$ cat src/rtl/leglite_fetch_unit.sv
// ---------------------------------------------------------------------------
// leglite_fetch_unit
//
// Instruction fetch and instruction register for the LEGLite multicycle core.
// Fetches one 16-bit instruction per pass over a req/ack handshake, holds it
// in the IR, presents decoded fields to the control unit for one DECODE
// cycle, then waits in EXEC for the control unit to finish the instruction
// before advancing the PC (sequentially or to a branch target).
//
// Ports:
//   clock        rising-edge clock
//   reset        synchronous, active-low reset
//   imem_addr    word address to instruction memory (the PC)
//   imem_req     fetch request, high throughout FETCH
//   imem_ack     memory acknowledge, qualifies imem_rdata in the same cycle
//   imem_rdata   instruction word from memory
//   opcode       IR[15:13]
//   field_a      IR[12:10], register A / Rd select
//   field_b      IR[9:7],   register B select
//   field_d      IR[2:0],   register D select
//   imm          IR[9:3] sign-extended to 16 bits
//   op_valid     one-cycle pulse when a new IR is presented (DECODE)
//   exec_done    control unit has completed the current instruction
//   branch       branch control for the current instruction
//   zero         ALU zero flag
//   halt         stop fetching after the current instruction
//   pc           current program counter
//   busy         high in every state except IDLE and HALTED
//   fetch_error  sticky flag, set when memory fails to acknowledge in time
// ---------------------------------------------------------------------------
module leglite_fetch_unit #(
    parameter int unsigned          PC_WIDTH = 16,
    parameter logic [PC_WIDTH-1:0]  RESET_PC = '0,
    parameter int unsigned          MAX_WAIT = 15
) (
    input  logic                clock,
    input  logic                reset,
    output logic [PC_WIDTH-1:0] imem_addr,
    output logic                imem_req,
    input  logic                imem_ack,
    input  logic [15:0]         imem_rdata,
    output logic [2:0]          opcode,
    output logic [2:0]          field_a,
    output logic [2:0]          field_b,
    output logic [2:0]          field_d,
    output logic [15:0]         imm,
    output logic                op_valid,
    input  logic                exec_done,
    input  logic                branch,
    input  logic                zero,
    input  logic                halt,
    output logic [PC_WIDTH-1:0] pc,
    output logic                busy,
    output logic                fetch_error
);

    localparam int unsigned CW = (MAX_WAIT > 1) ? $clog2(MAX_WAIT + 1) : 1;

    // Waiting cycle on which an un-acknowledged fetch gives up.
    localparam logic [CW-1:0] LAST_WAIT = CW'(MAX_WAIT - 1);

    typedef enum logic [2:0] {
        IDLE   = 3'd0,
        FETCH  = 3'd1,
        DECODE = 3'd2,
        EXEC   = 3'd3,
        HALTED = 3'd4
    } state_t;

    state_t              state, state_next;
    logic [15:0]         ir, ir_next;
    logic [PC_WIDTH-1:0] pc_next;
    logic [CW-1:0]       wait_cnt, wait_next;
    logic                fetch_error_next;
    logic                halt_pending, halt_pending_next;
    logic [PC_WIDTH-1:0] imm_pc;

    // Branch offset: 7-bit signed immediate resized to the PC width, so the
    // add below wraps modulo 2^PC_WIDTH.
    assign imm_pc = PC_WIDTH'($signed(ir[9:3]));

    // Combinational decode of the IR; stable until the next IR load.
    assign opcode  = ir[15:13];
    assign field_a = ir[12:10];
    assign field_b = ir[9:7];
    assign field_d = ir[2:0];
    assign imm     = 16'($signed(ir[9:3]));

    assign imem_req  = (state == FETCH);
    assign imem_addr = pc;
    assign op_valid  = (state == DECODE);
    assign busy      = (state != IDLE) && (state != HALTED);

    // Next-state and next-register logic.
    always_comb begin
        // NOTE: every output of this block gets a default first, so no path
        // leaves a variable unassigned and no latch can be inferred.
        state_next        = state;
        pc_next           = pc;
        ir_next           = ir;
        wait_next         = wait_cnt;
        fetch_error_next  = fetch_error;
        halt_pending_next = halt_pending;

        unique case (state)
            IDLE: begin
                state_next = FETCH;
            end

            FETCH: begin
                if (halt) halt_pending_next = 1'b1;
                if (imem_ack) begin
                    ir_next    = imem_rdata;
                    wait_next  = '0;
                    state_next = DECODE;
                end else if (wait_cnt == LAST_WAIT) begin
                    // This is the MAX_WAIT-th cycle without an ack.
                    fetch_error_next = 1'b1;
                    wait_next        = '0;
                    state_next       = HALTED;
                end else begin
                    wait_next = wait_cnt + CW'(1);
                end
            end

            DECODE: begin
                if (halt) halt_pending_next = 1'b1;
                state_next = EXEC;
            end

            EXEC: begin
                if (halt) halt_pending_next = 1'b1;
                if (exec_done) begin
                    if (branch && zero) pc_next = pc + imm_pc;
                    else                pc_next = pc + PC_WIDTH'(1);
                    // halt on the exec_done cycle counts as well as one
                    // latched earlier in this instruction.
                    state_next        = (halt || halt_pending) ? HALTED : FETCH;
                    halt_pending_next = 1'b0;
                end
            end

            HALTED: begin
                state_next = HALTED;
            end

            default: begin
                state_next = IDLE;
            end
        endcase
    end

    // State and register update; reset overrides every state.
    always_ff @(posedge clock) begin
        // NOTE: sequential state uses non-blocking assignments so all
        // registers update together from values sampled before the edge.
        if (!reset) begin
            state        <= IDLE;
            pc           <= RESET_PC;
            ir           <= 16'h0000;
            wait_cnt     <= '0;
            fetch_error  <= 1'b0;
            halt_pending <= 1'b0;
        end else begin
            state        <= state_next;
            pc           <= pc_next;
            ir           <= ir_next;
            wait_cnt     <= wait_next;
            fetch_error  <= fetch_error_next;
            halt_pending <= halt_pending_next;
        end
    end

endmodule

$ cat config.mk
export PLATFORM = sky130hd
export DESIGN_NAME = leglite_fetch_unit
export DESIGN_NICKNAME = d
export VERILOG_FILES = /design/src/rtl/leglite_fetch_unit.sv
export SDC_FILE = /design/constraint.sdc
export NUM_CORES = 1
export LEC_CHECK = 0
export BUFFER_PORTS_ARGS = -buffer_cell sky130_fd_sc_hd__buf_2
export CORE_ASPECT_RATIO = 1.2
export CORE_MARGIN = 10
export CORE_UTILIZATION = 45
export DETAILED_ROUTE_END_ITERATION = 7
export PLACE_DENSITY = 0.73
export SLEW_MARGIN = 20
export SYNTH_ARGS = -nofsm -noshare
export SYNTH_HDL_FRONTEND = slang
export SYNTH_SLANG_ARGS = --single-unit
$ cat constraint.sdc
create_clock -name clock -period 2.94 [get_ports clock]
set_clock_uncertainty 0.2 [all_clocks]
set_input_delay 0.588 -clock clock [delete_from_list [all_inputs] [get_ports clock]]
set_output_delay 0.588 -clock clock [all_outputs]
set_load 0.01 [all_outputs]
# Word-level counts from Yosys, hierarchy flattened
# Index checks and enable logic that the tools add are counted.
[totals]
register_bits = 41
output_inout_bits = 64
word_cells = 40
[op_classes]
n_addsub = 3
eq_ne = 8
mux = 11
bitwise_logic = 1
reduce_logical = 11
[op_table]
columns = ["cell", "n"]
rows = [
  ["adder 16 x 1 -> 16 bit (second input constant)", 1],
  ["adder 16 bit", 1],
  ["two-way mux 16 bit", 1],
  ["case mux 3 bit (5 select lines)", 1],
  ["two-way mux 3 bit", 4],
  ["two-way mux 4 bit", 2],
  ["equality test 3 x 2 -> 1 bit (second input constant)", 2],
  ["AND reduction 2 bit", 3],
  ["adder 4 x 1 -> 4 bit (second input constant)", 1],
  ["equality test 4 bit (second input constant)", 1],
  ["equality test 3 x 1 -> 1 bit (second input constant)", 1],
  ["equality test 3 bit (second input constant)", 1],
  ["logical NOT 3 bit", 1],
  ["!= test 3 x 1 -> 1 bit (second input constant)", 1],
  ["!= test 3 bit (second input constant)", 1],
  ["AND reduction 3 bit", 1],
  ["nonzero test 3 bit", 1],
  ["logical AND 1 bit", 2],
  ["two-way mux 1 bit", 2],
  ["!= test 2 bit (second input constant)", 1],
  ["case mux 1 bit (2 select lines)", 1],
  ["nonzero test 2 bit", 1],
  ["OR reduction 2 bit", 1],
  ["logical OR 1 bit", 1],
  ["inverter 1 bit", 1],
]

# Longest topological paths before layout
# Gate-level depths: netlist of run 1.
[depth]
depth_word = 4
mapped_depth = 8
mapped_depth_nobuf = 8

# Least setup slack after synthesis of run 1
# OpenSTA, ideal clock, no wires.
[synth_path]
path_type = "input -> register"
start = "input port branch"
end = "register pc[10], in the netlist imem_addr[10]"
setup_ps = 120
arrival_ps = 2430
slack_ps = 190
stages = 8
n_path_buf = 0
cell_sequence = "nand3b_1 ha_1 fa_1 a211oi_1 o21ai_1 a2111o_1 a21oi_1 nor3b_2"
[synth_between]
elab_chain_cells = 2
[synth_rtl]
columns = ["item", "line_no", "source"]
rows = [
  ["start: declaration", "49", "input logic branch,"],
  ["logical AND 1 bit", "134", "if (branch && zero) pc_next = pc + imm_pc;"],
  ["two-way mux 16 bit", "134", ""],
  ["end signal: assignment", "166", "pc <= pc_next;"],
  ["end: declaration", "52", "output logic [PC_WIDTH-1:0] pc,"],
]
# No other way between the ends.
# A chain may end at the register's enable or synchronous reset.

# Final worst setup path of run 1
[layout_path]
start = "input port branch"
end = "register pc[12], in the netlist imem_addr[12]"
# Same word-level chain as after synthesis.

==> impl_results.html, run 1 <==
<table>
<tr><th>Metric</th><th>Value</th></tr>
<tr><th colspan="2">Outcome</th></tr>
<tr><td>Status</td><td>completed</td></tr>
<tr><th colspan="2">GRT</th></tr>
<tr><td>Number of antenna violations at the first check in global routing</td><td>0</td></tr>
<tr><td>Wire length of the first global-routing pass</td><td>10540 um</td></tr>
<tr><td>Overall routing resource usage</td><td>14.30%</td></tr>
<tr><td>Gr ovfl total</td><td>0</td></tr>
<tr><td>Vias in the first global route</td><td>2281</td></tr>
<tr><td>Maximum number of pins on one net before global-route repair</td><td>38</td></tr>
<tr><th colspan="2">Worst hold path</th></tr>
<tr><td>Classification of the worst-slack hold path</td><td>flip-flop to flip-flop</td></tr>
<tr><th colspan="2">Floorplan</th></tr>
<tr><td>Die area</td><td>0.008914 mm2</td></tr>
<tr><td>Chip Width</td><td>87.87 um</td></tr>
<tr><td>I/O pin cnt</td><td>87</td></tr>
<tr><td>Core ar.</td><td>0.005334 mm2</td></tr>
<tr><td>Initial Utilization</td><td>46.63%</td></tr>
<tr><td>Vertical die dimension</td><td>101.4 um</td></tr>
<tr><td>Number of placement rows</td><td>29</td></tr>
<tr><th colspan="2">Logic synthesis</th></tr>
<tr><td>Fraction of the yosys area taken by sequential cells</td><td>33.00%</td></tr>
<tr><td>Number of instances in the synthesized netlist</td><td>302</td></tr>
<tr><td>Mean Syn Cell Area</td><td>8.236 um2</td></tr>
<tr><td>Synth Area in XOR/XNOR</td><td>0.7042%</td></tr>
<tr><td>Multiplexer share of the synthesized area</td><td>2.012%</td></tr>
<tr><td>Largest family of logic cells by synthesized area</td><td>simple AND/OR/NAND/NOR gates</td></tr>
<tr><td>Warning count from the yosys run</td><td>0</td></tr>
<tr><td>Flops &amp; latches, synth</td><td>41</td></tr>
<tr><td>Simple-gate area share of the yosys netlist</td><td>28.57%</td></tr>
<tr><td>Adder and majority cell fraction of the synthesized area</td><td>4.829%</td></tr>
<tr><td>Post-synthesis cell type count</td><td>57</td></tr>
<tr><td>Net count after synthesis</td><td>334</td></tr>
<tr><td>Leading register cell type out of synthesis</td><td>sky130_fd_sc_hd__dfxtp_1</td></tr>
<tr><td>Number of synthesized flops with an enable pin</td><td>0</td></tr>
<tr><td>Compound-cell area share of the yosys netlist</td><td>17.35%</td></tr>
<tr><td>Proportion of register bits with asynchronous set or reset after synthesis</td><td>0%</td></tr>
<tr><td>Syn Std Cell Area</td><td>0.002487 mm2</td></tr>
<tr><th colspan="2">Setup path</th></tr>
<tr><td>Nature of the critical path endpoint</td><td>flip-flop</td></tr>
<tr><td>Kind of cell adding the most delay to the critical path</td><td>adder cells</td></tr>
<tr><td>Critical path's largest stage delay</td><td>0.40 ns</td></tr>
<tr><td>Worst Path Arrival</td><td>2.62 ns</td></tr>
<tr><td>Max FO, Critical Path</td><td>8</td></tr>
<tr><td>Slowest stage cell on the critical path</td><td>sky130_fd_sc_hd__fa_1</td></tr>
<tr><td>Worst endpoint required time</td><td>2.90 ns</td></tr>
<tr><td>Number of buffers and inverters on the critical path</td><td>2</td></tr>
<tr><td>Type of element launching the critical path</td><td>input pin</td></tr>
<tr><td>Critical path type</td><td>input pin to flip-flop</td></tr>
<tr><td>Critical path, cell by cell</td><td>buf_2 -&gt; nand3b_1 -&gt; ha_1 -&gt; fa_1 -&gt; a211oi_1 -&gt; o21ai_1 -&gt; buf_4 -&gt; and4_1 -&gt; nor3_1 -&gt; nor3_2</td></tr>
<tr><th colspan="2">Route</th></tr>
<tr><td>DRC marker count from the first detailed-route iteration</td><td>129</td></tr>
<tr><td>Total number of vias</td><td>2282</td></tr>
<tr><td>Average wire length per cell after detail routing</td><td>14.98 um</td></tr>
<tr><td>Count of TritonRoute iterations in the first routing pass</td><td>5</td></tr>
<tr><td>Antenna Nets Post-Route</td><td>0</td></tr>
<tr><td>Total wire length after detailed routing</td><td>6290 um</td></tr>
<tr><td>Via density</td><td>5.433</td></tr>
<tr><td>DRC violations left</td><td>0</td></tr>
<tr><th colspan="2">Timing</th></tr>
<tr><td>Post-route clock period utilization</td><td>90.52%</td></tr>
<tr><td>Max-slew headroom</td><td>56.24%</td></tr>
<tr><td>RSZ-0062 raised after global routing</td><td>no</td></tr>
<tr><td>Final total negative setup slack</td><td>0 ns</td></tr>
<tr><td>Max frequency</td><td>0.3758 GHz</td></tr>
<tr><td>Final Worst Setup Slack</td><td>0.2788 ns</td></tr>
<tr><td>Count of pins over their slew limit</td><td>0</td></tr>
<tr><td>Number of endpoints failing setup at the final stage</td><td>0</td></tr>
<tr><td>Final worst path period need</td><td>2.661 ns</td></tr>
<tr><td>Worst Max-Slew Pin Slew</td><td>0.6555 ns</td></tr>
<tr><td>Final Hold Vio Count</td><td>0</td></tr>
<tr><th colspan="2">Clocking</th></tr>
<tr><td>Clk pin slew, worst setup/hold paths</td><td>0.08 ns</td></tr>
<tr><td>Hold bufs inserted after CTS</td><td>0</td></tr>
<tr><td>CTS max path bufs</td><td>2</td></tr>
<tr><td>Number of buffers inserted by post-CTS setup repair</td><td>0</td></tr>
<tr><td>Deepest level of the CTS H-tree</td><td>2</td></tr>
<tr><td>Total of cells resized after clock tree synthesis</td><td>0</td></tr>
<tr><td>Clock tree from TritonCTS</td><td>built</td></tr>
<tr><td>Worst-Skew Late Latency</td><td>0.29 ns</td></tr>
<tr><td>Count of clock tree sinks</td><td>41</td></tr>
<tr><td>Cell chosen for the clock root</td><td>sky130_fd_sc_hd__clkbuf_8</td></tr>
<tr><td>TritonCTS Buffers</td><td>5</td></tr>
<tr><th colspan="2">Pwr</th></tr>
<tr><td>Net Switching</td><td>0.3019 mW</td></tr>
<tr><td>Sequential fraction of design power</td><td>49.1%</td></tr>
<tr><td>IR Drop Worst-Case VDD</td><td>0.2738 mV</td></tr>
<tr><td>Power density relative to cell area</td><td>425.8 mW/mm2</td></tr>
<tr><td>Leakage power</td><td>1.360 nW</td></tr>
<tr><td>Portion of total power attributed to combinational logic</td><td>11.1%</td></tr>
<tr><td>Clock network fraction of design power</td><td>39.8%</td></tr>
<tr><td>Internal Pwr Total</td><td>0.9022 mW</td></tr>
<tr><td>Switching Share</td><td>25.07%</td></tr>
<tr><th colspan="2">Placement</th></tr>
<tr><td>Setup slack at placement</td><td>-0.01471 ns</td></tr>
<tr><td>Cell count after placement</td><td>412</td></tr>
<tr><td>HPWL after detailed placement</td><td>4766 um</td></tr>
<tr><td>Routability congestion estimate from global placement</td><td>0.9023</td></tr>
<tr><td>Quantity of I/O buffers inserted on ports</td><td>86</td></tr>
<tr><th colspan="2">Flow run</th></tr>
<tr><td>MaxCap Viol Count</td><td>0</td></tr>
<tr><th colspan="2">Cells and area</th></tr>
<tr><td>NumNets Final</td><td>389</td></tr>
<tr><td>Number of standard cells in the layout, taps in and fillers out</td><td>420</td></tr>
<tr><td>Share of cells above drive strength 1</td><td>31.84%</td></tr>
<tr><td>Number of fillers in the final layout</td><td>508</td></tr>
<tr><td>Area Growth Syn to Fin</td><td>13.68%</td></tr>
<tr><td>Diode count</td><td>0</td></tr>
<tr><td>Final core utilization</td><td>53.01%</td></tr>
</table>
-- layer usage --
| metal | up-vias | GRT usage [%] | wire length [um] |
|---|---|---|---|
| li1 | 1150 | - | - |
| met1 | 1052 | 15.03 | 2369 |
| met2 | 78 | 24.83 | 3241 |
| met3 | 2 | 6.185 | 650 |
| met4 | 0 | 4.791 | 29 |
| met5 | - | 0 | 0 |
-- registers in the layout (all words and copies together), names as in the netlist --
| signal | cells |
|---|---|
| imem_addr | 16 |
| state | 3 |
| ir | 16 |
| wait_cnt | 4 |
| halt_pending | 1 |
| fetch_error | 1 |
-- through the flow --
step	hold slack, ns	total power [mW]	cell area, um2
after detailed placement	0.2475	0.7410	2708
after global placement	0.2395	0.7382	2708
after CTS	0.2601	1.224	2828
final	0.2550	1.204	2828
after floorplan	0.2587	0.7000	2487
after global routing	0.2826	1.264	2828
-- worst min-delay path: stages, from the launching register on --
cell and delay [ns]:
sky130_fd_sc_hd__dfxtp_1 0.31, sky130_fd_sc_hd__nand2_1 0.05, sky130_fd_sc_hd__a21oi_1 0.05
-- cell type report --
cell class | count | area (um2) | area share (%)
multi-input cells | 213 | 1330 | 47.04
inverters | 7 | 26.28 | 0.9292
clock buffers | 6 | 82.58 | 2.920
repair buffers | 89 | 452.9 | 16.02
clock inverters | 2 | 37.54 | 1.327
flip-flops and latches | 41 | 820.8 | 29.03
well taps | 62 | 77.57 | 2.743
-- power groups by stage --
stage / clock [mW] / sequential [mW] / combinational, mW
after floorplan: 0 / 0.602 / 0.0978
after global placement: 0 / 0.604 / 0.134
after detailed placement: 0 / 0.605 / 0.136
after CTS: 0.495 / 0.592 / 0.137
after global routing: 0.517 / 0.595 / 0.152
final: 0.479 / 0.592 / 0.134
-- path summary, 6_finish.rpt --
check                           cells past startpoint   start  slack, ns             to
worst max-delay path                               10  branch       0.28  imem_addr[12]
worst max register to register                      9   ir[3]       0.29  imem_addr[12]
worst min register to register                      2   ir[2]       0.26          ir[2]
worst min-delay path                                2   ir[2]       0.26          ir[2]
-- layout by cell type (no fill, tap or decap), types with 2 or more instances in the layout --
cell	n
sky130_fd_sc_hd__nor2_1	14
sky130_fd_sc_hd__nand4_1	6
sky130_fd_sc_hd__nor3b_1	2
sky130_fd_sc_hd__a211oi_1	4
sky130_fd_sc_hd__or3_1	2
sky130_fd_sc_hd__o31ai_1	2
sky130_fd_sc_hd__o21a_1	2
sky130_fd_sc_hd__a31oi_1	2
sky130_fd_sc_hd__ha_1	8
sky130_fd_sc_hd__inv_2	2
sky130_fd_sc_hd__dfxtp_1	41
sky130_fd_sc_hd__nand3_1	9
sky130_fd_sc_hd__o211ai_1	2
sky130_fd_sc_hd__a2111o_1	2
sky130_fd_sc_hd__nand2b_1	5
sky130_fd_sc_hd__nor4_2	2
sky130_fd_sc_hd__and2_1	3
sky130_fd_sc_hd__o21ai_1	2
sky130_fd_sc_hd__nor3_1	9
sky130_fd_sc_hd__o21ai_0	5
sky130_fd_sc_hd__mux2i_1	5
sky130_fd_sc_hd__buf_4	3
sky130_fd_sc_hd__a21oi_1	35
sky130_fd_sc_hd__inv_1	5
sky130_fd_sc_hd__buf_2	86
sky130_fd_sc_hd__clkbuf_8	6
sky130_fd_sc_hd__nand3b_1	2
sky130_fd_sc_hd__a21o_1	3
sky130_fd_sc_hd__xnor2_1	2
sky130_fd_sc_hd__a211o_1	2
sky130_fd_sc_hd__nor3b_2	2
sky130_fd_sc_hd__nand2_1	52
sky130_fd_sc_hd__and3_1	8
-- Yosys cell counts, types with 4 or more instances --
| cell type | count | area share (%) |
|---|---|---|
| sky130_fd_sc_hd__nand2b_1 | 5 | 1.3 |
| sky130_fd_sc_hd__nand4_1 | 6 | 1.5 |
| sky130_fd_sc_hd__ha_1 | 8 | 4.0 |
| sky130_fd_sc_hd__buf_4 | 28 | 8.5 |
| sky130_fd_sc_hd__nor2_1 | 14 | 2.1 |
| sky130_fd_sc_hd__dfxtp_1 | 41 | 33 |
| sky130_fd_sc_hd__inv_1 | 5 | 0.75 |
| sky130_fd_sc_hd__and3_1 | 8 | 2.0 |
| sky130_fd_sc_hd__buf_6 | 5 | 2.3 |
| sky130_fd_sc_hd__a21oi_1 | 35 | 7.0 |
| sky130_fd_sc_hd__nor3_1 | 9 | 1.8 |
| sky130_fd_sc_hd__o21ai_0 | 5 | 1.0 |
| sky130_fd_sc_hd__a211oi_1 | 4 | 1.2 |
| sky130_fd_sc_hd__nand2_1 | 52 | 7.8 |
| sky130_fd_sc_hd__mux2i_1 | 5 | 2.0 |
| sky130_fd_sc_hd__nand3_1 | 9 | 1.8 |
-- cells by family (layout without fill, tap and decap cells) --
kind of cell    count (synthesis)  count (layout)
simple gates                  129             129
compound gates                 68              68
buf+inv                        48             104
flops                          41              41
fa+ha+maj                       9               9
mux                             5               5
xor+xnor                        2               2
Note: power is estimated with default switching activity, not from simulation.
==> run 2, diff against run 1 <==
--- a/config.mk
+++ b/config.mk
@@ -5,12 +5,13 @@
 export SDC_FILE = /design/constraint.sdc
 export NUM_CORES = 1
 export LEC_CHECK = 0
+export ABC_AREA = 1
 export BUFFER_PORTS_ARGS = -buffer_cell sky130_fd_sc_hd__buf_2
 export CORE_ASPECT_RATIO = 1.2
 export CORE_MARGIN = 10
 export CORE_UTILIZATION = 45
 export DETAILED_ROUTE_END_ITERATION = 7
-export PLACE_DENSITY = 0.73
+export PLACE_DENSITY = 0.72
 export SLEW_MARGIN = 20
 export SYNTH_ARGS = -nofsm -noshare
 export SYNTH_HDL_FRONTEND = slang
==> impl_results.html, run 2 <==
<table>
<tr><th>Metric</th><th>Value</th></tr>
<tr><th colspan="2">Outcome</th></tr>
<tr><td>Status</td><td>completed</td></tr>
<tr><th colspan="2">Floorplan</th></tr>
<tr><td>Initial Utilization</td><td>46.71% (+0.077 points)</td></tr>
<tr><td>Die area</td><td>0.009364 mm2 (+5.1%)</td></tr>
<tr><td>I/O pin cnt</td><td>87 (unchanged)</td></tr>
<tr><td>Vertical die dimension</td><td>104.0 um (+2.5%)</td></tr>
<tr><td>Number of placement rows</td><td>30 (+3.4%)</td></tr>
<tr><td>Core ar.</td><td>0.005668 mm2 (+6.3%)</td></tr>
<tr><td>Chip Width</td><td>90.02 um (+2.4%)</td></tr>
<tr><th colspan="2">Timing</th></tr>
<tr><td>Worst Max-Slew Pin Slew</td><td>0.6295 ns (-0.02601 ns)</td></tr>
<tr><td>Max frequency</td><td>0.3780 GHz (+0.60%)</td></tr>
<tr><td>Number of endpoints failing setup at the final stage</td><td>0 (unchanged)</td></tr>
<tr><td>Max-slew headroom</td><td>57.88% (+1.6 points)</td></tr>
<tr><td>RSZ-0062 raised after global routing</td><td>no</td></tr>
<tr><td>Post-route clock period utilization</td><td>89.97% (-0.54 points)</td></tr>
<tr><td>Final Worst Setup Slack</td><td>0.2948 ns (+0.01600 ns)</td></tr>
<tr><td>Final worst path period need</td><td>2.645 ns (-0.01600 ns)</td></tr>
<tr><td>Final-layout worst hold slack</td><td>0.2649 ns (+0.009858 ns)</td></tr>
<tr><td>Count of pins over their slew limit</td><td>0 (unchanged)</td></tr>
<tr><td>Final total negative setup slack</td><td>0 ns (unchanged)</td></tr>
<tr><td>Final Hold Vio Count</td><td>0 (unchanged)</td></tr>
<tr><th colspan="2">Clocking</th></tr>
<tr><td>Clock tree from TritonCTS</td><td>built</td></tr>
<tr><td>Total of cells resized after clock tree synthesis</td><td>0 (unchanged)</td></tr>
<tr><td>Worst-Skew Late Latency</td><td>0.30 ns (about the same)</td></tr>
<tr><td>Clk pin slew, worst setup/hold paths</td><td>0.08 ns (about the same)</td></tr>
<tr><td>CTS max path bufs</td><td>2 (unchanged)</td></tr>
<tr><td>Deepest level of the CTS H-tree</td><td>2 (unchanged)</td></tr>
<tr><td>Cell chosen for the clock root</td><td>sky130_fd_sc_hd__clkbuf_8</td></tr>
<tr><td>Number of buffers inserted by post-CTS setup repair</td><td>0 (unchanged)</td></tr>
<tr><td>Count of clock tree sinks</td><td>41 (unchanged)</td></tr>
<tr><td>TritonCTS Buffers</td><td>5 (unchanged)</td></tr>
<tr><td>Hold bufs inserted after CTS</td><td>0 (unchanged)</td></tr>
<tr><th colspan="2">Setup path</th></tr>
<tr><td>Kind of cell adding the most delay to the critical path</td><td>simple AND/OR/NAND/NOR gates</td></tr>
<tr><td>Number of buffers and inverters on the critical path</td><td>3 (+1)</td></tr>
<tr><td>Nature of the critical path endpoint</td><td>flip-flop</td></tr>
<tr><td>Max FO, Critical Path</td><td>7 (-1)</td></tr>
<tr><td>Critical path's largest stage delay</td><td>0.40 ns (about the same)</td></tr>
<tr><td>R2r setup slk</td><td>0.47 ns (+0.18 ns)</td></tr>
<tr><td>Slowest stage cell on the critical path</td><td>sky130_fd_sc_hd__fa_1</td></tr>
<tr><td>Critical path, cell by cell</td><td>buf_2 -&gt; nand2_2 -&gt; or2_2 -&gt; ha_1 -&gt; fa_1 -&gt; nand3_1 -&gt; nand2_1 -&gt; inv_1 -&gt; o21ai_0 -&gt; nand2_1 -&gt; nand2_1 -&gt; nand2_1 -&gt; nand2_1 -&gt; nand3_1 -&gt; nand3_1 -&gt; nand2_1 -&gt; inv_1</td></tr>
<tr><td>Worst Path Arrival</td><td>2.65 ns (+0.03 ns)</td></tr>
<tr><td>Critical path type</td><td>input pin to flip-flop</td></tr>
<tr><td>Critical Path Most Common Cell</td><td>sky130_fd_sc_hd__nand2_1</td></tr>
<tr><td>Type of element launching the critical path</td><td>input pin</td></tr>
<tr><td>Worst endpoint required time</td><td>2.94 ns (+0.04 ns)</td></tr>
<tr><th colspan="2">Placement</th></tr>
<tr><td>Standard cell area after detailed placement</td><td>0.002965 mm2 (+9.5%)</td></tr>
<tr><td>Quantity of I/O buffers inserted on ports</td><td>86 (unchanged)</td></tr>
<tr><td>HPWL after detailed placement</td><td>5282 um (+11%)</td></tr>
<tr><td>Setup slack at placement</td><td>-0.01270 ns (+0.002009 ns)</td></tr>
<tr><td>Routability congestion estimate from global placement</td><td>0.9579 (+6.2%)</td></tr>
<tr><td>Cell count after placement</td><td>513 (+25%)</td></tr>
<tr><th colspan="2">Cells and area</th></tr>
<tr><td>Area Growth Syn to Fin</td><td>16.26%</td></tr>
<tr><td>Diode count</td><td>0 (unchanged)</td></tr>
<tr><td>Post-route cell area</td><td>0.003078 mm2 (+8.8%)</td></tr>
<tr><td>Number of standard cells in the layout, taps in and fillers out</td><td>521 (+24%)</td></tr>
<tr><td>Share of cells above drive strength 1</td><td>29.02% (-2.8 points)</td></tr>
<tr><td>Most common cell after layout, fill and taps aside</td><td>sky130_fd_sc_hd__buf_2</td></tr>
<tr><td>NumNets Final</td><td>472 (+21%)</td></tr>
<tr><td>Commonest non-fill, non-tap cells in the layout</td><td>sky130_fd_sc_hd__buf_2, sky130_fd_sc_hd__nand2_1, sky130_fd_sc_hd__nor2_1</td></tr>
<tr><td>Final core utilization</td><td>54.30% (+1.3 points)</td></tr>
<tr><th colspan="2">Pwr</th></tr>
<tr><td>Clock network fraction of design power</td><td>32.1% (-7.7 points)</td></tr>
<tr><td>Switching Share</td><td>32.49% (+7.4 points)</td></tr>
<tr><td>Leakage power</td><td>1.683 nW (+24%)</td></tr>
<tr><td>Internal Pwr Total</td><td>0.9900 mW (+9.7%)</td></tr>
<tr><td>Power after layout</td><td>1.466 mW (+22%)</td></tr>
<tr><td>Net Switching</td><td>0.4764 mW (+58%)</td></tr>
<tr><td>IR Drop Worst-Case VDD</td><td>0.3033 mV (+11%)</td></tr>
<tr><td>Portion of total power attributed to combinational logic</td><td>23.8% (+13 points)</td></tr>
<tr><td>Sequential fraction of design power</td><td>44.1% (-5.0 points)</td></tr>
<tr><td>Power density relative to cell area</td><td>476.4 mW/mm2 (+12%)</td></tr>
<tr><th colspan="2">GRT</th></tr>
<tr><td>Met1 track demand over resource in global routing</td><td>16.66% (+1.6 points)</td></tr>
<tr><td>Number of antenna violations at the first check in global routing</td><td>0 (unchanged)</td></tr>
<tr><td>Met3 demand-to-capacity share in global routing</td><td>5.126% (-1.1 points)</td></tr>
<tr><td>Gr ovfl total</td><td>0 (unchanged)</td></tr>
<tr><td>Maximum number of pins on one net before global-route repair</td><td>23 (-39%)</td></tr>
<tr><td>Grt met2 use</td><td>24.48% (-0.35 points)</td></tr>
<tr><td>Vias in the first global route</td><td>2531 (+11%)</td></tr>
<tr><td>GR peak layer</td><td>met2</td></tr>
<tr><td>Overall routing resource usage</td><td>14.45% (+0.16 points)</td></tr>
<tr><td>Wire length of the first global-routing pass</td><td>11790 um (+12%)</td></tr>
<tr><th colspan="2">Route</th></tr>
<tr><td>Total number of vias</td><td>2504 (+9.7%)</td></tr>
<tr><td>DRC violations left</td><td>0 (unchanged)</td></tr>
<tr><td>DRC marker count from the first detailed-route iteration</td><td>106 (-18%)</td></tr>
<tr><td>Average wire length per cell after detail routing</td><td>13.22 um (-12%)</td></tr>
<tr><td>Via density</td><td>4.806 (-12%)</td></tr>
<tr><td>Antenna Nets Post-Route</td><td>0 (unchanged)</td></tr>
<tr><td>Total wire length after detailed routing</td><td>6887 um (+9.5%)</td></tr>
<tr><td>Count of TritonRoute iterations in the first routing pass</td><td>4 (-1)</td></tr>
<tr><th colspan="2">Logic synthesis</th></tr>
<tr><td>Proportion of register bits with asynchronous set or reset after synthesis</td><td>0% (unchanged)</td></tr>
<tr><td>Syn Std Cell Area</td><td>0.002648 mm2 (+6.4%)</td></tr>
<tr><td>Number of synthesized flops with an enable pin</td><td>0 (unchanged)</td></tr>
<tr><td>Leading register cell type out of synthesis</td><td>sky130_fd_sc_hd__dfxtp_1</td></tr>
<tr><td>Cells taking the most area after synthesis</td><td>sky130_fd_sc_hd__dfxtp_1, sky130_fd_sc_hd__buf_4, sky130_fd_sc_hd__nand2_1</td></tr>
<tr><td>Library cell with the largest summed area after synthesis</td><td>sky130_fd_sc_hd__dfxtp_1</td></tr>
<tr><td>Number of instances in the synthesized netlist</td><td>379 (+25%)</td></tr>
<tr><td>Warning count from the yosys run</td><td>0 (unchanged)</td></tr>
<tr><td>Library cell with the highest instance count after synthesis</td><td>sky130_fd_sc_hd__nand2_1</td></tr>
<tr><td>Flops &amp; latches, synth</td><td>41 (unchanged)</td></tr>
<tr><td>Share of the synthesized area in the top cell type</td><td>31.00% (-2.0 points)</td></tr>
<tr><td>Post-synthesis cell type count</td><td>34 (-40%)</td></tr>
<tr><td>Most used standard cells in the synthesized netlist</td><td>sky130_fd_sc_hd__nand2_1, sky130_fd_sc_hd__nor2_1, sky130_fd_sc_hd__inv_1</td></tr>
<tr><td>Mean Syn Cell Area</td><td>6.986 um2 (-15%)</td></tr>
<tr><td>Net count after synthesis</td><td>411 (+23%)</td></tr>
<tr><td>Fraction of the yosys area taken by sequential cells</td><td>31.00% (-2.0 points)</td></tr>
<tr><th colspan="2">Flow run</th></tr>
<tr><td>MaxCap Viol Count</td><td>0 (unchanged)</td></tr>
<tr><th colspan="2">Worst hold path</th></tr>
<tr><td>Classification of the worst-slack hold path</td><td>flip-flop to flip-flop</td></tr>
</table>
==> run 2: cell type report <==
class | count | area (um2)
multi-input combinational | 247 | 1366
sequential | 41 | 820.8
clock inverter | 3 | 43.79
tap | 80 | 100.1
clock buffer | 5 | 68.82
inverter | 52 | 195.2
timing repair buffer | 93 | 483.0
fill | 564 | 2590
==> run 2: final timing paths <==
path,from,end,cells after the start
worst max-delay path,branch,imem_addr[12],17
worst max register to register,ir[3],imem_addr[12],15
worst min-delay path,halt_pending,halt_pending,2
worst min register to register,halt_pending,halt_pending,2
==> run 2: logic make-up after synthesis <==
kind of cell / after synthesis / share of synthesized area, %
simple gates: 144 / 25.71
xor+xnor: 12 / 3.970
buf+inv: 91 / 17.39
flops: 41 / 31.00
compound gates: 82 / 17.39
fa+ha+maj: 9 / 4.537
==> run 2: worst reg2reg max path, stage by stage, from the launching register on <==
cell                      delay, ns
sky130_fd_sc_hd__dfxtp_1       0.34
sky130_fd_sc_hd__or2_2         0.29
sky130_fd_sc_hd__ha_1          0.20
sky130_fd_sc_hd__fa_1          0.40
sky130_fd_sc_hd__nand3_1       0.10
sky130_fd_sc_hd__nand2_1       0.08
sky130_fd_sc_hd__inv_1         0.06
sky130_fd_sc_hd__o21ai_0       0.11
sky130_fd_sc_hd__nand2_1       0.11
sky130_fd_sc_hd__nand2_1       0.09
sky130_fd_sc_hd__nand2_1       0.08
sky130_fd_sc_hd__nand2_1       0.06
sky130_fd_sc_hd__nand3_1       0.08
sky130_fd_sc_hd__nand3_1       0.07
sky130_fd_sc_hd__nand2_1       0.06
sky130_fd_sc_hd__inv_1         0.03
==> run 2: power groups by stage <==
stage | Clock (mW) | Combinational (mW) | Sequential (mW)
floorplan | 0 | 0.239 | 0.673
global placement | 0 | 0.349 | 0.658
detailed placement | 0 | 0.353 | 0.660
CTS | 0.477 | 0.355 | 0.647
global route | 0.503 | 0.397 | 0.657
finish | 0.471 | 0.349 | 0.647
==> run 2: per-layer routing <==
metal	up-vias	part of all wire [%]
met5	-	0
met4	0	1.4
met3	8	8.2
met2	72	46
met1	1121	44
li1	1303	-
==> run 3, diff against run 2 <==
--- a/config.mk
+++ b/config.mk
@@ -5,13 +5,13 @@
 export SDC_FILE = /design/constraint.sdc
 export NUM_CORES = 1
 export LEC_CHECK = 0
-export ABC_AREA = 1
 export BUFFER_PORTS_ARGS = -buffer_cell sky130_fd_sc_hd__buf_2
 export CORE_ASPECT_RATIO = 1.2
 export CORE_MARGIN = 10
 export CORE_UTILIZATION = 45
+export CTS_BUF_LIST = sky130_fd_sc_hd__clkbuf_2
 export DETAILED_ROUTE_END_ITERATION = 7
-export PLACE_DENSITY = 0.72
+export PLACE_DENSITY = 0.73
 export SLEW_MARGIN = 20
 export SYNTH_ARGS = -nofsm -noshare
 export SYNTH_HDL_FRONTEND = slang
==> impl_results.html, run 3 (synthesis results as in run 1) <==
<table>
<tr><th>Metric</th><th>Value</th></tr>
<tr><th colspan="2">Cells and area</th></tr>
<tr><td>Most common cell after layout, fill and taps aside</td><td>sky130_fd_sc_hd__buf_2</td></tr>
<tr><td>Share of cells above drive strength 1</td><td>31.56% (+2.5 points)</td></tr>
<tr><td>NumNets Final</td><td>389 (-18%)</td></tr>
<tr><td>Diode count</td><td>0 (unchanged)</td></tr>
<tr><td>Number of fillers in the final layout</td><td>517 (-8.3%)</td></tr>
<tr><td>Commonest non-fill, non-tap cells in the layout</td><td>sky130_fd_sc_hd__buf_2, sky130_fd_sc_hd__nand2_1, sky130_fd_sc_hd__dfxtp_1</td></tr>
<tr><td>Post-route cell area</td><td>0.002774 mm2 (-9.9%)</td></tr>
<tr><td>Number of standard cells in the layout, taps in and fillers out</td><td>420 (-19%)</td></tr>
<tr><td>Area Growth Syn to Fin</td><td>11.52%</td></tr>
<tr><th colspan="2">Setup path</th></tr>
<tr><td>Critical path, cell by cell</td><td>nand3b_1 -&gt; ha_1 -&gt; fa_1 -&gt; a211oi_1 -&gt; o21ai_1 -&gt; buf_4 -&gt; and4_1 -&gt; nor3_1 -&gt; nor3_2</td></tr>
<tr><td>Number of buffers and inverters on the critical path</td><td>1 (-2)</td></tr>
<tr><td>Max FO, Critical Path</td><td>8 (+1)</td></tr>
<tr><td>Launch point of the worst reg-to-reg path</td><td>ir[3]</td></tr>
<tr><td>Worst endpoint required time</td><td>3.04 ns (+0.10 ns)</td></tr>
<tr><td>Origin of the worst setup path</td><td>ir[3]</td></tr>
<tr><td>Worst Path Arrival</td><td>2.77 ns (+0.12 ns)</td></tr>
<tr><td>Nature of the critical path endpoint</td><td>flip-flop</td></tr>
<tr><td>Kind of cell adding the most delay to the critical path</td><td>simple AND/OR/NAND/NOR gates</td></tr>
<tr><td>Slowest stage cell on the critical path</td><td>sky130_fd_sc_hd__fa_1</td></tr>
<tr><td>Type of element launching the critical path</td><td>flip-flop</td></tr>
<tr><td>Critical path's largest stage delay</td><td>0.40 ns (about the same)</td></tr>
<tr><td>Critical path type</td><td>flip-flop to flip-flop</td></tr>
<tr><th colspan="2">Flow run</th></tr>
<tr><td>MaxCap Viol Count</td><td>0 (unchanged)</td></tr>
<tr><th colspan="2">Clocking</th></tr>
<tr><td>Clk pin slew, worst setup/hold paths</td><td>0.22 ns (+0.14 ns)</td></tr>
<tr><td>Count of clock tree sinks</td><td>41 (unchanged)</td></tr>
<tr><td>TritonCTS Buffers</td><td>5 (unchanged)</td></tr>
<tr><td>Deepest level of the CTS H-tree</td><td>2 (unchanged)</td></tr>
<tr><td>Cell chosen for the clock root</td><td>sky130_fd_sc_hd__clkbuf_2</td></tr>
<tr><td>Hold bufs inserted after CTS</td><td>0 (unchanged)</td></tr>
<tr><td>CTS max path bufs</td><td>2 (unchanged)</td></tr>
<tr><td>Total of cells resized after clock tree synthesis</td><td>0 (unchanged)</td></tr>
<tr><td>Number of buffers inserted by post-CTS setup repair</td><td>0 (unchanged)</td></tr>
<tr><td>Clock tree from TritonCTS</td><td>built</td></tr>
<tr><td>Worst-Skew Late Latency</td><td>0.40 ns (+0.10 ns)</td></tr>
<tr><th colspan="2">Placement</th></tr>
<tr><td>Cell count after placement</td><td>412 (-20%)</td></tr>
<tr><td>Routability congestion estimate from global placement</td><td>0.9023 (-5.8%)</td></tr>
<tr><td>Quantity of I/O buffers inserted on ports</td><td>86 (unchanged)</td></tr>
<tr><td>Setup slack at placement</td><td>-0.01471 ns (-0.002009 ns)</td></tr>
<tr><td>HPWL after detailed placement</td><td>4766 um (-9.8%)</td></tr>
<tr><td>Standard cell area after detailed placement</td><td>0.002708 mm2 (-8.7%)</td></tr>
<tr><th colspan="2">Route</th></tr>
<tr><td>Count of TritonRoute iterations in the first routing pass</td><td>4 (unchanged)</td></tr>
<tr><td>DRC violations left</td><td>0 (unchanged)</td></tr>
<tr><td>Antenna Nets Post-Route</td><td>0 (unchanged)</td></tr>
<tr><td>DRC marker count from the first detailed-route iteration</td><td>94 (-11%)</td></tr>
<tr><td>Via density</td><td>5.417 (+13%)</td></tr>
<tr><td>Average wire length per cell after detail routing</td><td>14.84 um (+12%)</td></tr>
<tr><td>Total number of vias</td><td>2275 (-9.1%)</td></tr>
<tr><td>Total wire length after detailed routing</td><td>6232 um (-9.5%)</td></tr>
<tr><th colspan="2">Pwr</th></tr>
<tr><td>Power after layout</td><td>1.064 mW (-27%)</td></tr>
<tr><td>Internal Pwr Total</td><td>0.7688 mW (-22%)</td></tr>
<tr><td>Power density relative to cell area</td><td>383.6 mW/mm2 (-19%)</td></tr>
<tr><td>Net Switching</td><td>0.2954 mW (-38%)</td></tr>
<tr><td>Switching Share</td><td>27.76% (-4.7 points)</td></tr>
<tr><td>IR Drop Worst-Case VDD</td><td>0.2371 mV (-22%)</td></tr>
<tr><td>Clock network fraction of design power</td><td>31.6% (-0.5 points)</td></tr>
<tr><td>Portion of total power attributed to combinational logic</td><td>12.6% (-11 points)</td></tr>
<tr><td>Sequential fraction of design power</td><td>55.8% (+12 points)</td></tr>
<tr><td>Leakage power</td><td>1.339 nW (-20%)</td></tr>
<tr><th colspan="2">Floorplan</th></tr>
<tr><td>Number of placement rows</td><td>29 (-3.3%)</td></tr>
<tr><td>Vertical die dimension</td><td>101.4 um (-2.5%)</td></tr>
<tr><td>Initial Utilization</td><td>46.63% (-0.077 points)</td></tr>
<tr><td>I/O pin cnt</td><td>87 (unchanged)</td></tr>
<tr><td>Core ar.</td><td>0.005334 mm2 (-5.9%)</td></tr>
<tr><td>Chip Width</td><td>87.87 um (-2.4%)</td></tr>
<tr><td>Die area</td><td>0.008914 mm2 (-4.8%)</td></tr>
<tr><th colspan="2">Worst hold path</th></tr>
<tr><td>Start point of the worst hold path</td><td>imem_rdata[11]</td></tr>
<tr><td>Classification of the worst-slack hold path</td><td>input pin to flip-flop</td></tr>
<tr><th colspan="2">Timing</th></tr>
<tr><td>Final-layout worst hold slack</td><td>0.1808 ns (-0.08404 ns)</td></tr>
<tr><td>Worst Max-Slew Pin Slew</td><td>0.6608 ns (+0.03129 ns)</td></tr>
<tr><td>RSZ-0062 raised after global routing</td><td>no</td></tr>
<tr><td>Max-slew headroom</td><td>55.88% (-2.0 points)</td></tr>
<tr><td>Number of endpoints failing setup at the final stage</td><td>0 (unchanged)</td></tr>
<tr><td>Final worst path period need</td><td>2.668 ns (+0.02248 ns)</td></tr>
<tr><td>Final Hold Vio Count</td><td>0 (unchanged)</td></tr>
<tr><td>Post-route clock period utilization</td><td>90.74% (+0.76 points)</td></tr>
<tr><td>Final Worst Setup Slack</td><td>0.2723 ns (-0.02248 ns)</td></tr>
<tr><td>Count of pins over their slew limit</td><td>0 (unchanged)</td></tr>
<tr><td>Max frequency</td><td>0.3749 GHz (-0.84%)</td></tr>
<tr><th colspan="2">GRT</th></tr>
<tr><td>Overall routing resource usage</td><td>14.10% (-0.35 points)</td></tr>
<tr><td>Maximum number of pins on one net before global-route repair</td><td>38 (+65%)</td></tr>
<tr><td>Wire length of the first global-routing pass</td><td>10450 um (-11%)</td></tr>
<tr><td>Gr ovfl total</td><td>0 (unchanged)</td></tr>
<tr><td>Number of antenna violations at the first check in global routing</td><td>0 (unchanged)</td></tr>
<tr><td>Vias in the first global route</td><td>2277 (-10%)</td></tr>
<tr><th colspan="2">Outcome</th></tr>
<tr><td>Status</td><td>completed</td></tr>
</table>
[run 3: per-layer routing]
metal	vias to the layer above	track usage, %	wire length [um]
met4	0	4.545	92
met1	1028	15.07	2354
met5	-	0	0
li1	1155	-	-
met3	11	6.185	678
met2	81	24.22	3106
[run 3: tightest hold or removal path, stage by stage]
cell and delay (ns):
sky130_fd_sc_hd__buf_2 0.09, sky130_fd_sc_hd__nand2_1 0.04, sky130_fd_sc_hd__a21oi_1 0.05
[run 3: cell type report]
| cell class | instances | area [um2] | share of cell area [%] |
|---|---|---|---|
| Multi-Input combinational cell | 213 | 1330 | 47.95 |
| Sequential cell | 41 | 820.8 | 29.59 |
| Timing Repair Buffer | 89 | 452.9 | 16.33 |
| Tap cell | 62 | 77.57 | 2.797 |
| Clock inverter | 3 | 41.29 | 1.488 |
| Inverter | 7 | 26.28 | 0.9472 |
| Clock buffer | 5 | 25.02 | 0.9021 |
[run 3: per-stage QoR]
step                utilization [%]  TNS (ns)
floorplan                         -         0
global placement              50.76         0
detailed placement            50.76  -0.01471
CTS                           52.01         0
global route                  52.01         0
finish                        52.01         0
[run 3: power groups by stage]
stage | Clock [mW] | Combinational (mW) | Sequential, mW
4_1_cts | 0.347 | 0.136 | 0.594
2_1_floorplan | 0 | 0.0978 | 0.602
6_report | 0.337 | 0.134 | 0.594
3_5_place_dp | 0 | 0.136 | 0.605
5_1_grt | 0.368 | 0.152 | 0.598
3_3_place_gp | 0 | 0.134 | 0.604
[run 3: path summary, 6_finish.rpt]
check	end	slack, ns	cells past startpoint
max	imem_addr[12]	0.27	9
min reg2reg	ir[2]	0.27	2
max reg2reg	imem_addr[12]	0.27	9
min	ir[11]	0.18	3
